--- config.mk ---
export PLATFORM = sky130hd
export DESIGN_NAME = hazard_hold_unit
export DESIGN_NICKNAME = d
export VERILOG_FILES = /design/src/rtl/hazard_hold_unit.sv
export SDC_FILE = /design/constraint.sdc
export NUM_CORES = 1
export LEC_CHECK = 0
export CAP_MARGIN = 30
export CORE_MARGIN = 2
export CORE_UTILIZATION = 38
export DETAILED_ROUTE_END_ITERATION = 12
export GPL_TIMING_DRIVEN = 0
export PLACE_DENSITY = 0.94
export SLEW_MARGIN = 10
export SYNTH_ARGS = -nofsm -noshare
export SYNTH_HDL_FRONTEND = slang
export SYNTH_SLANG_ARGS = --single-unit
--- constraint.sdc ---
create_clock -name clk_i -period 3.5 [get_ports clk_i]
set_input_delay 0.7 -clock clk_i [delete_from_list [all_inputs] [get_ports clk_i]]
set_output_delay 0.7 -clock clk_i [all_outputs]
set_load 0.005 [all_outputs]
--- src/rtl/hazard_hold_unit.sv ---
// ============================================================================
// Module   : hazard_hold_unit
// Purpose  : LC-3b load-use / memory-stall hazard control with writeback hold
//            register. Optional stall counters when HAZARD_STALL_CNT_EN is set.
// Revision : 1.0  initial release
// ============================================================================
`default_nettype none

module hazard_hold_unit (
  input  logic        clk_i,
  input  logic        reset_i,
  input  logic [3:0]  ifid_opcode_i,
  input  logic [2:0]  ifid_src1_i,
  input  logic [2:0]  ifid_src2_i,
  input  logic [2:0]  ifid_dest_i,
  input  logic        ifid_bit5_i,
  input  logic        ifid_bit11_i,
  input  logic [3:0]  idex_opcode_i,
  input  logic [2:0]  idex_dest_i,
  input  logic        idex_ld_dest_i,
  input  logic        imem_stall_i,
  input  logic        dmem_stall_i,
  input  logic        mewb_ld_dest_i,
  input  logic [2:0]  destmux_out_i,
  input  logic [15:0] regfilemux_out_i,
  output logic        stall1_o,
  output logic        bubble_o,
  output logic [19:0] hold_reg_out_o,
  output logic [15:0] ldu_cnt_o,
  output logic [15:0] mem_cnt_o
);

  localparam logic [3:0] OP_ADD = 4'b0001;
  localparam logic [3:0] OP_LDB = 4'b0010;
  localparam logic [3:0] OP_STB = 4'b0011;
  localparam logic [3:0] OP_JSR = 4'b0100;
  localparam logic [3:0] OP_AND = 4'b0101;
  localparam logic [3:0] OP_LDR = 4'b0110;
  localparam logic [3:0] OP_STR = 4'b0111;
  localparam logic [3:0] OP_NOT = 4'b1001;
  localparam logic [3:0] OP_LDI = 4'b1010;
  localparam logic [3:0] OP_STI = 4'b1011;
  localparam logic [3:0] OP_JMP = 4'b1100;
  localparam logic [3:0] OP_SHF = 4'b1101;

  typedef enum logic [1:0] {
    ST_RUN      = 2'd0,
    ST_LDUSE    = 2'd1,
    ST_MEMSTALL = 2'd2
  } state_t;

  state_t      state_q, state_d;
  logic [19:0] hold_q, hold_d;

  logic        rd1_en, rd2_en;
  logic [2:0]  rd2_reg;
  logic        ex_is_load;
  logic        ldu_hazard;

  // Second read port is src2 for register-mode ALU ops, but the store-data
  // register (encoded in the dest field) for stores.
  always_comb begin
    rd1_en  = 1'b0;
    rd2_en  = 1'b0;
    rd2_reg = ifid_src2_i;
    case (ifid_opcode_i)
      OP_ADD, OP_AND: begin
        rd1_en = 1'b1;
        rd2_en = ~ifid_bit5_i;
      end
      OP_NOT, OP_SHF, OP_LDR, OP_LDB, OP_LDI, OP_JMP: begin
        rd1_en = 1'b1;
      end
      OP_JSR: begin
        rd1_en = ~ifid_bit11_i;
      end
      OP_STB, OP_STI, OP_STR: begin
        rd1_en  = 1'b1;
        rd2_en  = 1'b1;
        rd2_reg = ifid_dest_i;
      end
      default: begin
        rd1_en = 1'b0;
        rd2_en = 1'b0;
      end
    endcase
  end

  assign ex_is_load = (idex_opcode_i == OP_LDR) || (idex_opcode_i == OP_LDB) ||
                      (idex_opcode_i == OP_LDI);

  assign ldu_hazard = ex_is_load && idex_ld_dest_i &&
                      ((rd1_en && (ifid_src1_i == idex_dest_i)) ||
                       (rd2_en && (rd2_reg == idex_dest_i)));

  assign stall1_o = imem_stall_i | dmem_stall_i;
  assign bubble_o = ldu_hazard & ~stall1_o & (state_q != ST_LDUSE);

  // Memory stall always wins over a load-use bubble.
  always_comb begin
    state_d = state_q;
    case (state_q)
      ST_RUN: begin
        if (stall1_o)      state_d = ST_MEMSTALL;
        else if (bubble_o) state_d = ST_LDUSE;
        else               state_d = ST_RUN;
      end
      ST_LDUSE: begin
        if (stall1_o) state_d = ST_MEMSTALL;
        else          state_d = ST_RUN;
      end
      ST_MEMSTALL: begin
        if (stall1_o) state_d = ST_MEMSTALL;
        else          state_d = ST_RUN;
      end
      default: state_d = ST_RUN;
    endcase
  end

  // Writeback value is frozen when the pipe stops and kept valid for the
  // first advancing cycle, since WB moved on while the consumer waited.
  always_comb begin
    hold_d = hold_q;
    if (state_q == ST_RUN) begin
      if (state_d != ST_RUN) begin
        hold_d = {mewb_ld_dest_i, destmux_out_i, regfilemux_out_i};
      end else begin
        hold_d = {1'b0, hold_q[18:0]};
      end
    end
  end

  always_ff @(posedge clk_i) begin
    if (reset_i) begin
      state_q <= ST_RUN;
      hold_q  <= 20'h00000;
    end else begin
      state_q <= state_d;
      hold_q  <= hold_d;
    end
  end

  assign hold_reg_out_o = hold_q;

`ifdef HAZARD_STALL_CNT_EN
  logic [15:0] ldu_cnt_q, ldu_cnt_d;
  logic [15:0] mem_cnt_q, mem_cnt_d;

  always_comb begin
    ldu_cnt_d = ldu_cnt_q;
    mem_cnt_d = mem_cnt_q;
    if (bubble_o && (ldu_cnt_q != 16'hFFFF)) ldu_cnt_d = ldu_cnt_q + 16'd1;
    if (stall1_o && (mem_cnt_q != 16'hFFFF)) mem_cnt_d = mem_cnt_q + 16'd1;
  end

  always_ff @(posedge clk_i) begin
    if (reset_i) begin
      ldu_cnt_q <= 16'h0000;
      mem_cnt_q <= 16'h0000;
    end else begin
      ldu_cnt_q <= ldu_cnt_d;
      mem_cnt_q <= mem_cnt_d;
    end
  end

  assign ldu_cnt_o = ldu_cnt_q;
  assign mem_cnt_o = mem_cnt_q;
`else
  assign ldu_cnt_o = 16'h0000;
  assign mem_cnt_o = 16'h0000;
`endif

endmodule

`default_nettype wire

==> flow_metrics.tcl, run 1 <==
set metrics [dict create \
    status "complete, no violations" \
    fmax_mhz 301.4 \
    path_cells "clkdlybuf4s50_1, nor3_1, nand4_1, a31oi_2, a31oi_1, nor2_1, clkdlybuf4s50_1" \
    ir_worst_vdd_v 0.0001722 \
    synth_commonest_cells "nand2b_1 (41), buf_4 (32), dfxtp_1 (22)" \
    fp.dieH_um 66.70 \
    crit_required_ns 2.80 \
    synth_async_sr_flop_share 0 \
    yosysWarnings 0 \
    holdPathStages 2 \
    synth_seq_cells 22 \
    setup_viol 0 \
    min-delay-start "hold_reg_out_o[19]" \
    synth_seq_area_share 0.2948 \
    synth_cell_types 27 \
    clock_path_buffers 2 \
    io_pins 101 \
    drtIter0Drc 37 \
    start_util 0.4020 \
    period_minus_slack_ns 3.318 \
    finalCritPeriodShare 0.9481 \
    synth_flop_cell "dfxtp_1" \
    critical_path.slowest_cell "clkdlybuf4s50_1" \
    yosysMostFrequentCell "nand2b_1" \
    core_area_um2 3716 \
    synth.avg_cell_area_um2 8.892 \
    htree_levels 1 \
    regToRegSetupSlack_ns 1.67 \
    diodes 0 \
    post_dp_cell_area_um2 2351 \
    ff2ff_path_depth 8 \
    track_usage 0.1548 \
    grt_setup_unrepaired "no" \
    gp_congestion 0.7074 \
    cts_tree "built" \
    hpwl_um 2856 \
    end_kind "primary output" \
    whs_endpoint "hold_reg_out_o[19]" \
    num_rows 22 \
    fin_nets 322 \
    grt_start_max_net_pins 12 \
    crit_fanout 5 \
    netlist.area_leader.share 0.2948 \
    insertion_delay_ns 0.25 \
    drv_slew 0 \
    area_delta_synth_final_pct 60.13 \
    clock-root-buffer "clkbuf_8" \
    vias 1325 \
    r2r_start "state_q[1]" \
    die_area_um2 4449 \
    critPathMaxStageDelay_ns 0.52 \
    power_density_nw_per_um2 268.2 \
    cts_setup_buffers 0 \
    ys_top_cells_by_area "dfxtp_1 (29%), nand2b_1 (17%), buf_4 (16%), mux2i_1 (13%), xnor2_1 (2.9%)" \
    synthCells 168 \
    arrival_ns 2.62 \
    finalHoldViolCount 0 \
    dr.pass1.iters 4 \
    wire_per_inst_um 10.49 \
    cap_violations 0 \
    synth_area_um2 1494 \
    crit_top_cell "clkdlybuf4s50_1" \
    drive_gt1_frac 0.1556 \
    setup_tns_ns 0 \
    hp-class "flip-flop to flip-flop" \
    synth_edf_count 0 \
    grt_pass1_wl_um 5457 \
    power_w 0.0006415 \
    leakage_nw 1.057 \
    clkSlewWorstSetupHoldPaths_ns 0.07 \
    io_buffer_count 68 \
    ctsResizeCount 0 \
    antenna_found_initial 0 \
    routed_via_density 4.167 \
    r2r-end "hold_reg_out_o[10]" \
    grt_pass1_vias 1294 \
    cts_buffers 3 \
    ant_nets 0 \
    clock_sinks 22 \
    die_w_um 66.70 \
    final_area_um2 2392 \
    routed_wl_um 3337 \
    start_kind "primary input" \
    drcViolationCount 0 \
    hold_buffers 0 \
    critical_path_class "primary input to primary output" \
    grt_overflow 0 \
    fin_skew_ns 0.001473 \
    yosysTopAreaCell "dfxtp_1" \
]
-- worst max path at each step --
stage | from | to | slack [ns] | cells past startpoint
2_1_floorplan | ifid_opcode_i[1] | bubble_o | 1.37 | 5
3_3_place_gp | ifid_opcode_i[1] | bubble_o | 0.18 | 7
3_5_place_dp | ifid_opcode_i[1] | bubble_o | 0.19 | 7
4_1_cts | ifid_opcode_i[1] | bubble_o | 0.17 | 7
5_1_grt | ifid_opcode_i[1] | bubble_o | 0.03 | 7
6_report | ifid_opcode_i[1] | bubble_o | 0.18 | 7
-- layout by cell type (no fill, tap or decap), drive strengths merged, types with 2 or more instances in the layout --
| cell | instances |
|---|---|
| clkdlybuf4s50 | 68 |
| nand2b | 42 |
| buf | 34 |
| conb | 32 |
| dfxtp | 22 |
| mux2i | 20 |
| nor2 | 8 |
| clkbuf | 7 |
| nand2 | 6 |
| xnor2 | 5 |
| inv | 4 |
| nand4 | 3 |
| ha | 3 |
| nand3 | 2 |
| and2 | 2 |
| nor4 | 2 |
| a31oi | 2 |
-- layer usage --
metal,part of all wire,track usage
met1,0.39,0.1624
met5,0,0
met4,0.0036,0.03061
met3,0.10,0.04223
met2,0.51,0.3038
-- layout make-up --
class                           instances  area, µm²
Multi-Input combinational cell        135      877.1
Tap cell                               48      60.06
Inverter                                4      15.01
Sequential cell                        22      440.4
Buffer                                 38      277.8
Clock buffer                            3      41.29
Timing Repair Buffer                   68      680.7
Fill cell                             317       1324
-- through the flow --
| step | cells | hold WS (ns) | util | worst slack, ns |
|---|---|---|---|---|
| after floorplan | 199 | 0.4418 | - | 1.365 |
| after global placement | 315 | 0.4349 | 0.6327 | 0.1826 |
| after detailed placement | 315 | 0.4521 | 0.6327 | 0.1857 |
| after CTS | 318 | 0.4610 | 0.6438 | 0.1718 |
| after global routing | 318 | 0.4674 | 0.6438 | 0.03158 |
| final | 318 | 0.4623 | 0.6438 | 0.1818 |
-- flip-flops by register name, indices dropped and copies added, names as in the netlist --
register	flops
hold_reg_out_o	20
state_q	2
-- where the power goes --
part | leakage (nW) | total (W) | switching (W) | internal (W)
Clock | 0.0216 | 0.000146 | 0.0000694 | 0.0000764
Sequential | 0.182 | 0.000280 | 0.00000984 | 0.000270
Combinational | 0.854 | 0.000216 | 0.0000745 | 0.000141
Total | 1.06 | 0.000642 | 0.000154 | 0.000488
-- cell families (layout without fill, tap and decap cells) --
family                     after synthesis  in the layout  synth area share
xor gates and xnor gates                 5              5           0.02931
DFF                                     22             22            0.2948
AOI/OAI and AO/OA                        8              8           0.05444
buffers and inverters                   42            113            0.1960
adders and majority gates                3              3           0.02513
and+or+nand+nor                         67             67            0.2638
other                                    1             32          0.002510
muxes                                   20             20            0.1340
-- critical path, delay by kind of cell --
kind,cells,cell delay [ns]
buffers and inverters,2,1.03
AND/OR/NAND/NOR,3,0.55
AO/OA/AOI/OAI,2,0.32
(Power assumes the default switching activity.)
==> inputs of run 2 (changes only) <==
--- a/config.mk
+++ b/config.mk
@@ -15,3 +15,4 @@
 export SYNTH_ARGS = -nofsm -noshare
 export SYNTH_HDL_FRONTEND = slang
 export SYNTH_SLANG_ARGS = --single-unit
+export TNS_END_PERCENT = 5
==> results of run 2 <==
No change in the layout: final DEF, timing and power equal those of run 1.
